<file path="config.mk">
export PLATFORM = sky130hd
export DESIGN_NAME = game_control
export DESIGN_NICKNAME = d
export VERILOG_FILES = /design/src/rtl/game_control.sv
export SDC_FILE = /design/constraint.sdc
export NUM_CORES = 1
export LEC_CHECK = 0
export BUFFER_PORTS_ARGS = -buffer_cell sky130_fd_sc_hd__buf_2
export CORE_ASPECT_RATIO = 1.5
export CORE_MARGIN = 1.5
export CORE_UTILIZATION = 55
export CTS_CLUSTER_SIZE = 8
export DETAILED_ROUTE_END_ITERATION = 10
export PLACE_DENSITY_LB_ADDON = 0.05
export SKIP_LAST_GASP = 1
export SYNTH_ARGS = -nofsm -noshare
export SYNTH_HDL_FRONTEND = slang
export SYNTH_SLANG_ARGS = --single-unit
</file>
<file path="constraint.sdc">
create_clock -name clk -period 4.1 [get_ports clk]
set_clock_uncertainty 0.1 [all_clocks]
set_input_delay 0.41 -clock clk [delete_from_list [all_inputs] [get_ports clk]]
set_output_delay 0.41 -clock clk [all_outputs]
set_load 0.03 [all_outputs]
</file>
<file path="src/rtl/game_control.sv">
// Game state controller: IDLE/RUN/DEAD sequencing, BCD score with saturation,
// best-score tracking, speed level and restart pulse generation.
module game_control #(
   parameter int SCORE_DIV = 6,
   parameter int DEAD_HOLD = 30
) (
   input  logic        clk,
   input  logic        rstn,
   input  logic        crash,
   input  logic        frame_tick,
   input  logic        key,
   output logic [1:0]  state,
   output logic        run_en,
   output logic        game_over,
   output logic [15:0] score,
   output logic [15:0] hi_score,
   output logic [2:0]  speed,
   output logic        restart
);

   localparam int FW = (SCORE_DIV > 1) ? $clog2(SCORE_DIV) : 1;
   localparam int HW = (DEAD_HOLD > 0) ? $clog2(DEAD_HOLD + 1) : 1;
   localparam logic [FW-1:0] FRAME_LAST = FW'(SCORE_DIV - 1);
   localparam logic [HW-1:0] HOLD_MAX   = HW'(DEAD_HOLD);
   localparam logic [15:0]   SCORE_MAX  = 16'h9999;

   typedef enum logic [1:0] {
      S_IDLE = 2'd0,
      S_RUN  = 2'd1,
      S_DEAD = 2'd2
   } state_e;

   state_e        state_q, state_d;
   logic          run_en_q, run_en_d;
   logic          game_over_q, game_over_d;
   logic          restart_q, restart_d;
   logic [15:0]   score_q, score_d;
   logic [15:0]   hi_score_q, hi_score_d;
   logic [2:0]    speed_q, speed_d;
   logic [FW-1:0] frame_q, frame_d;
   logic [HW-1:0] hold_q, hold_d;
   logic          crash_acc_q, crash_acc_d;
   logic          key_prev_q, key_prev_d;

   logic          key_edge;
   logic          crash_seen;
   logic [15:0]   score_inc;

   // Ripple-carry increment across the four BCD digits.
   function automatic logic [15:0] bcd_inc(input logic [15:0] v);
      logic [15:0] r;
      logic        c;
      r = v;
      c = 1'b1;
      for (int i = 0; i < 4; i++) begin
         if (c) begin
            if (r[i*4 +: 4] == 4'd9) begin
               r[i*4 +: 4] = 4'd0;
            end else begin
               r[i*4 +: 4] = r[i*4 +: 4] + 4'd1;
               c           = 1'b0;
            end
         end
      end
      return r;
   endfunction

   assign key_edge   = key & ~key_prev_q;
   assign crash_seen = crash_acc_q | crash;
   assign score_inc  = bcd_inc(score_q);

   always_comb begin
      state_d     = state_q;
      restart_d   = 1'b0;
      score_d     = score_q;
      hi_score_d  = hi_score_q;
      speed_d     = speed_q;
      frame_d     = frame_q;
      hold_d      = hold_q;
      crash_acc_d = 1'b0;
      key_prev_d  = key;

      case (state_q)
         S_IDLE: begin
            if (key_edge) begin
               state_d   = S_RUN;
               restart_d = 1'b1;
               score_d   = 16'h0000;
               speed_d   = 3'd0;
               frame_d   = '0;
            end
         end

         S_RUN: begin
            crash_acc_d = crash_seen;
            if (frame_tick) begin
               if (crash_seen) begin
                  // Dying tick never scores; best score latched on the way out.
                  state_d     = S_DEAD;
                  crash_acc_d = 1'b0;
                  hold_d      = '0;
                  if (score_q > hi_score_q) hi_score_d = score_q;
               end else if (frame_q == FRAME_LAST) begin
                  frame_d = '0;
                  if (score_q != SCORE_MAX) begin
                     score_d = score_inc;
                     if (score_inc[7:0] == 8'h00 && speed_q != 3'd7)
                        speed_d = speed_q + 3'd1;
                  end
               end else begin
                  frame_d = frame_q + FW'(1);
               end
            end
         end

         S_DEAD: begin
            if (key_edge && hold_q == HOLD_MAX) begin
               state_d   = S_RUN;
               restart_d = 1'b1;
               score_d   = 16'h0000;
               speed_d   = 3'd0;
               frame_d   = '0;
               hold_d    = '0;
            end else if (frame_tick && hold_q != HOLD_MAX) begin
               hold_d = hold_q + HW'(1);
            end
         end

         default: state_d = S_IDLE;
      endcase

      run_en_d    = (state_d == S_RUN);
      game_over_d = (state_d == S_DEAD);
   end

   always_ff @(posedge clk) begin
      if (!rstn) begin
         state_q     <= S_IDLE;
         run_en_q    <= 1'b0;
         game_over_q <= 1'b0;
         restart_q   <= 1'b0;
         score_q     <= 16'h0000;
         hi_score_q  <= 16'h0000;
         speed_q     <= 3'd0;
         frame_q     <= '0;
         hold_q      <= '0;
         crash_acc_q <= 1'b0;
         key_prev_q  <= 1'b0;
      end else begin
         state_q     <= state_d;
         run_en_q    <= run_en_d;
         game_over_q <= game_over_d;
         restart_q   <= restart_d;
         score_q     <= score_d;
         hi_score_q  <= hi_score_d;
         speed_q     <= speed_d;
         frame_q     <= frame_d;
         hold_q      <= hold_d;
         crash_acc_q <= crash_acc_d;
         key_prev_q  <= key_prev_d;
      end
   end

   assign state     = state_q;
   assign run_en    = run_en_q;
   assign game_over = game_over_q;
   assign restart   = restart_q;
   assign score     = score_q;
   assign hi_score  = hi_score_q;
   assign speed     = speed_q;

endmodule

</file>
==> results of run 1 <==
[layout make-up]
cell class | count | area share, %
clock buffer | 6 | 2.556
clock inverter | 2 | 0.3873
inverter | 26 | 3.021
multi-input combinational | 251 | 52.90
sequential | 50 | 30.98
tap | 68 | 2.634
timing repair buffer | 47 | 7.514
[worst reg2reg max path, cell delays in order, from the launching register on]
cell and delay [ps]:
dfxtp_1 410, ha_1 320, nand4_1 150, nor4_1 380, a21boi_0 220, o31a_1 800
mux2i_1 270
[how the worst min path moves through the flow]
stage	startpoint	slack [ps]	end
finish	frame_tick	200	crash_acc_q$_SDFF_PP0_
global route	frame_tick	200	crash_acc_q$_SDFF_PP0_
CTS	frame_tick	190	crash_acc_q$_SDFF_PP0_
detailed placement	hi_score[9]$_SDFFE_PN0P_	360	hi_score[9]$_SDFFE_PN0P_
global placement	hi_score[6]$_SDFFE_PN0P_	350	hi_score[6]$_SDFFE_PN0P_
floorplan	frame_q[2]$_SDFFE_PN0P_	350	frame_q[2]$_SDFFE_PN0P_
[cells by family after synthesis]
family,Yosys count,synth area share (%)
AO/OA/AOI/OAI,79,17.89
XOR/XNOR,3,0.9030
AND/OR/NAND/NOR,126,23.04
flip-flops,50,34.39
adder cells (fa/ha/maj),24,10.32
buffers and inverters,46,6.878
multiplexers,19,6.578
[sequential cells by signal, indices dropped and copies added, names as in the netlist]
| name | count |
|---|---|
| frame_q | 3 |
| restart | 1 |
| state | 2 |
| hold_q | 5 |
| crash_acc_q | 1 |
| key_prev_q | 1 |
| speed | 3 |
| score | 16 |
| game_over | 1 |
| run_en | 1 |
| hi_score | 16 |
[per-stage QoR]
stage | cell area [um^2] | utilization [%] | hold slack, ps | power [uW]
detailed placement | 3136 | 61.18 | 360.6 | 611.3
CTS | 3231 | 63.04 | 192.0 | 916.6
floorplan | 2910 | - | 348.5 | 584.7
finish | 3231 | 63.04 | 201.6 | 908.3
global route | 3231 | 63.04 | 201.4 | 945.3
global placement | 3136 | 61.18 | 353.6 | 609.4
[per-layer routing]
layer / track usage, % / share of wire (%) / vias up
li1: - / - / 1310
met1: 29.47 / 46 / 1182
met2: 39.86 / 49 / 54
met3: 4.172 / 3.4 / 6
met4: 7.222 / 1.1 / 0
met5: 0 / 0 / -
[cell usage in the layout, fill, tap and decap left out, types with 5 or more instances in the layout]
| cell | synthesis | final |
|---|---|---|
| or3_1 | 5 | 5 |
| nand2b_1 | 7 | 7 |
| mux2i_1 | 18 | 18 |
| inv_1 | 26 | 26 |
| and2_1 | 6 | 6 |
| nand2_1 | 46 | 46 |
| buf_2 | 4 | 44 |
| nand3_1 | 11 | 11 |
| a21oi_1 | 20 | 20 |
| o21ai_0 | 17 | 17 |
| clkbuf_8 | 0 | 6 |
| ha_1 | 24 | 24 |
| nand4_1 | 5 | 5 |
| dfxtp_1 | 50 | 50 |
| nor2_1 | 15 | 15 |
[report_power, final]
group | switching [uW] | internal (uW) | leakage [uW]
Clock | 172 | 136 | 0.0000472
Sequential | 10.6 | 493 | 0.000404
Combinational | 63.8 | 32.9 | 0.000848
==> impl_metrics.json, run 1 <==
{
  "status": "finished, final reports clean",
  "synth.avg_cell_area_um2": 8.387,
  "cts_made_buffers": 5,
  "clk_latency_ps": 310,
  "setup_tns_ps": 0,
  "crit_type": "flip-flop to flip-flop",
  "regArea_mm2": 0.001001,
  "syn-cell-area_mm2": 0.002910,
  "drc": 0,
  "rsz0062_at_grt": "no",
  "fillers": 509,
  "layout.cells.non_filler": 450,
  "vias": 2552,
  "fmax_mhz": 365.9,
  "syn_to_final_growth_pct": 11.01,
  "setup_slack_ps": 1367,
  "grt_pass1_wl_um": 10770,
  "antennaDiodeCount": 0,
  "fin_nets": 410,
  "syn_nets": 376,
  "slowest_stage": "o31a_1",
  "synth_top_cell_area_share_pct": 34.39,
  "wl_um": 6523,
  "ys_seq_area_share_pct": 34.39,
  "hold_class": "primary input to flip-flop",
  "drt_iter0_drc": 107,
  "start_kind": "flip-flop",
  "design.portCount": 45,
  "clkSinkCount": 50,
  "p_leak_uw": 0.001299,
  "gp_congestion": 0.8004,
  "hold_buffers": 0,
  "crit_path_end_kind": "flip-flop",
  "cts_root_buffer": "clkbuf_8",
  "grt_max_degree": 51,
  "critical-path-max-stage-delay_ps": 800,
  "r2r_cells": 6,
  "yosys.area.top_type": "dfxtp_1",
  "netlist_top_cells_area": "dfxtp_1 34%, ha_1 10%, mux2i_1 6.2%, nand2_1 5.9%, a21oi_1 3.4%",
  "dpl.hpwl_um": 4758,
  "min_period_over_period_pct": 66.66,
  "post-cts-setup-buffer-count": 0,
  "synth_edf_count": 0,
  "setup-violations-final": 0,
  "worstPathMaxFanout": 16,
  "die_x_um": 62.40,
  "synth_commonest_cells": "50 x dfxtp_1, 46 x nand2_1, 26 x inv_1, 24 x ha_1, 20 x a21oi_1",
  "crit_end": "hi_score[10]$_SDFFE_PN0P_",
  "cp.required_ps": 4230,
  "crit_chain": "ha_1 -> nand4_1 -> nor4_1 -> a21boi_0 -> o31a_1 -> mux2i_1",
  "synth_cells": 347,
  "port_buffers": 44,
  "grtUsageTotal_pct": 23.20,
  "peakVddDrop_mv": 0.1995,
  "ys_seq_elements": 50,
  "drive_gt1_share_pct": 15.71,
  "h-tree-depth": 2,
  "overflow": 0,
  "slew_headroom_pct": 34.92,
  "grt_pass1_vias": 2269,
  "die-height_um": 92.09,
  "hold_violations": 0,
  "layout_min_cycle_time_ps": 2733,
  "path_clk_slew_ps": 100,
  "async_reset_ff_share_pct": 0,
  "drv_cap": 0,
  "worstSetupPathDepth": 6,
  "dp_cells": 442,
  "p_per_area_mw_per_mm2": 281.1,
  "std_cell_rows": 32,
  "worstReg2RegEnd": "hi_score[10]$_SDFFE_PN0P_",
  "cp_top_family": "compound AO/OA/AOI/OAI gates",
  "clockBufferDepth": 2,
  "postRouteAntennaNets": 0,
  "startpoint": "score[12]$_SDFFE_PN0P_",
  "ff2ff_setup_slack_ps": 1370,
  "dieArea_mm2": 0.005746,
  "wl_per_cell_um": 14.50,
  "hold_path_depth": 2,
  "worstPathArrival_ps": 2860,
  "initial_core_util_pct": 56.79,
  "path_buf_inv": 0,
  "tightest_slew_ps": 976.2,
  "cts_tree": "built",
  "r2r-start": "score[12]$_SDFFE_PN0P_",
  "drv_slew": 0,
  "first_pass_iters": 4,
  "dp_worst_setup_slack_ps": 1385,
  "vias_per_cell": 5.671,
  "yosysMostFrequentCell": "dfxtp_1",
  "antenna_found_initial": 0,
  "core_mm2": 0.005125,
  "cts-resized-gates": 0,
  "ys.flop_type": "dfxtp_1",
  "synth_cell_types": 58,
  "yosysWarnings": 0,
  "multi_input_area_mm2": 0.001709
}
Power figures use the tool's default switching activity.
==> inputs of run 2 (changes only) <==
--- a/config.mk
+++ b/config.mk
@@ -5,10 +5,11 @@
 export SDC_FILE = /design/constraint.sdc
 export NUM_CORES = 1
 export LEC_CHECK = 0
+export ABC_AREA = 1
 export BUFFER_PORTS_ARGS = -buffer_cell sky130_fd_sc_hd__buf_2
 export CORE_ASPECT_RATIO = 1.5
 export CORE_MARGIN = 1.5
-export CORE_UTILIZATION = 55
+export CORE_UTILIZATION = 51
 export CTS_CLUSTER_SIZE = 8
 export DETAILED_ROUTE_END_ITERATION = 10
 export PLACE_DENSITY_LB_ADDON = 0.05
==> constraint.sdc (replaced) <==
create_clock -name clk -period 2.4 [get_ports clk]
set_clock_uncertainty 0.1 [all_clocks]
set_input_delay 0.24 -clock clk [delete_from_list [all_inputs] [get_ports clk]]
set_output_delay 0.24 -clock clk [all_outputs]
set_load 0.03 [all_outputs]
==> run 2 against run 1 <==
  * Combinational power rose to 11 times the previous value
  * Cell count increased by 18%
  * Sequential share of layout area fell by 0.61 points
  * Synthesized area fell by 0.82%
  * Utilization fell by 2.6 points
  * Flip-flop and latch count is the same
  * Total power grew to 3.0 times the previous value
  * Highest routed layer unchanged
  * Final area up 2.0%
  * Largest power group is now combinational logic
  * Fmax up 25%
  * Count of clock-buffer cells in the layout shrank 1
  * Wire length grew 1.0%
  * Via count is 7.4% higher
==> impl_metrics.json, run 2 <==
{
  "dpl.hpwl_um": 4861,
  "yosys.area_share.xor_xnor_pct": 1.821,
  "synth_commonest_cells": "86 x nand2_1, 63 x nor2_1, 50 x dfxtp_1, 36 x inv_1, 34 x a21oi_1",
  "min_period_over_period_pct": 91.04,
  "p_per_area_mw_per_mm2": 829.2,
  "syn_to_final_growth_pct": 14.17,
  "die_x_um": 64.43,
  "worstPathMaxFanout": 17,
  "peakVddDrop_mv": 0.4122,
  "synth_top_cell_area_share_pct": 34.68,
  "cts_made_buffers": 5,
  "start_kind": "flip-flop",
  "first_pass_iters": 4,
  "die-height_um": 95.14,
  "hold_violations": 0,
  "postRouteAntennaNets": 0,
  "wl_per_cell_um": 12.36,
  "grt_pass1_wl_um": 11010,
  "cts_root_buffer": "clkbuf_8",
  "dieArea_mm2": 0.006129,
  "rsz0062_at_grt": "no",
  "ys.flop_type": "dfxtp_1",
  "design.portCount": 45,
  "initial_core_util_pct": 52.96,
  "final_cell_mix": "86 x nand2_1, 63 x nor2_1, 50 x dfxtp_1, 44 x buf_2, 36 x inv_1",
  "p_leak_uw": 0.001531,
  "yosysWarnings": 0,
  "syn_nets": 443,
  "synth-adder-area-share_pct": 10.40,
  "hold_buffers": 0,
  "hold_ws_ps": 22.14,
  "port_buffers": 44,
  "status": "finished, final reports clean",
  "antennaDiodeCount": 0,
  "synth_simple_gate_area_share_pct": 32.77,
  "netlist_top_cells_area": "dfxtp_1 35%, nand2_1 11%, ha_1 10%, nor2_1 8.2%, a21oi_1 5.9%",
  "async_reset_ff_share_pct": 0,
  "vias": 2741,
  "setup-violations-final": 0,
  "fin_nets": 491,
  "h-tree-depth": 2,
  "clockBufferDepth": 2,
  "fmax_mhz": 457.7,
  "antenna_found_initial": 0,
  "final_common_cell": "nand2_1",
  "cts_tree": "built",
  "grt_pass1_vias": 2493,
  "vias_per_cell": 5.143,
  "fin_util_pct": 60.47,
  "setup_tns_ps": 0,
  "power_uw": 2733,
  "grtUsageTotal_pct": 22.41,
  "wl_um": 6590,
  "crit_path_end_kind": "flip-flop",
  "tightest_slew_ps": 639.6,
  "layout_min_cycle_time_ps": 2185,
  "cts-resized-gates": 0,
  "std_cell_rows": 33,
  "slew_headroom_pct": 57.32,
  "hold_class": "primary input to flip-flop",
  "clk_latency_ps": 310,
  "core_mm2": 0.005450,
  "synth.avg_cell_area_um2": 6.972,
  "cp.required_ps": 2540,
  "drv_slew": 0,
  "gp_congestion": 0.8398,
  "post-cts-setup-buffer-count": 0,
  "grt_max_degree": 26,
  "dp_cells": 525,
  "drive_gt1_share_pct": 19.01,
  "ys_seq_area_share_pct": 34.68,
  "clkSinkCount": 50,
  "ys_seq_elements": 50,
  "syn-cell-area_mm2": 0.002887,
  "worstPathArrival_ps": 2330,
  "yosys.area.top_type": "dfxtp_1",
  "drt_iter0_drc": 143,
  "synth_top_family_by_area": "simple AND/OR/NAND/NOR gates",
  "layout.cells.non_filler": 533,
  "synth_edf_count": 0,
  "drv_cap": 0,
  "crit_type": "flip-flop to flip-flop",
  "synth_cell_types": 32,
  "yosysMostFrequentCell": "nand2_1",
  "drc": 0,
  "synth_mux_area_share_pct": 0,
  "path_clk_slew_ps": 100,
  "overflow": 0,
  "synth_compound_area_share_pct": 11.92,
  "synth_cells": 414
}
-- run 2: cell types whose count changed after synthesis, moves of 6 or more --
cell,previous run,this run
a21oi_1,20,34
inv_1,26,36
inv_2,0,9
nor2_1,15,63
clkbuf_1,12,5
o21ai_1,0,11
nand2b_1,7,0
nand2_2,0,6
mux2i_1,18,0
and2_1,6,0
nand3_1,11,30
nand2_1,46,86
-- run 2: final cells by class --
| type | instances | area [um^2] |
|---|---|---|
| timing repair buffer | 52 | 280.3 |
| fill | 515 | 2155 |
| sequential | 50 | 1001 |
| multi-input combinational | 307 | 1643 |
| inverter | 46 | 175.2 |
| clock buffer | 5 | 68.82 |
| clock inverter | 3 | 40.04 |
| tap | 70 | 87.58 |
-- run 2: through the flow --
stage	setup WS, ps	instance area (um^2)
2_1_floorplan	299.0	2887
3_3_place_gp	188.4	3184
3_5_place_dp	149.0	3184
4_1_cts	120.4	3293
5_1_grt	25.55	3296
6_report	215.0	3296
-- run 2: power breakdown --
group          internal (uW)  total, uW  switching, uW  leakage, uW
clock network            307        593            286    0.0000579
registers                931       1050            120     0.000406
logic                    356       1090            733      0.00107
-- run 2: per-layer routing --
metal  up-vias  wire length, um  global-route usage [%]
met5         -                0                       0
met4         0               73                   6.383
met3         6              242                   2.952
met2        61             3403                   41.84
li1       1436                -                       -
met1      1238             2870                   26.54
-- run 2: cell families after synthesis --
| kind of cell | Yosys count |
|---|---|
| simple gates | 210 |
| compound gates | 67 |
| buf+inv | 57 |
| flops | 50 |
| fa+ha+maj | 24 |
| xor+xnor | 6 |
-- run 2: critical path: stages (launching register included) --
cell and delay, ps:
dfxtp_1 380, inv_1 60, ha_1 280, nand2_1 70, nor2_1 210, nand2_1 100
nor3_2 170, nand2_1 80, nand3_1 100, nand2_2 200, inv_4 230, nor2_1 60
nor2_1 90
-- run 2: worst paths after layout --
check	cells past startpoint	to	start	slack [ps]
worst min-delay path	3	key_prev_q$_SDFF_PN0_	key	20
worst min register to register	2	frame_q[2]$_SDFFE_PN0P_	frame_q[2]$_SDFFE_PN0P_	390
worst max-delay path	12	hi_score[5]$_SDFFE_PN0P_	hi_score[15]$_SDFFE_PN0P_	210
worst max register to register	12	hi_score[5]$_SDFFE_PN0P_	hi_score[15]$_SDFFE_PN0P_	210
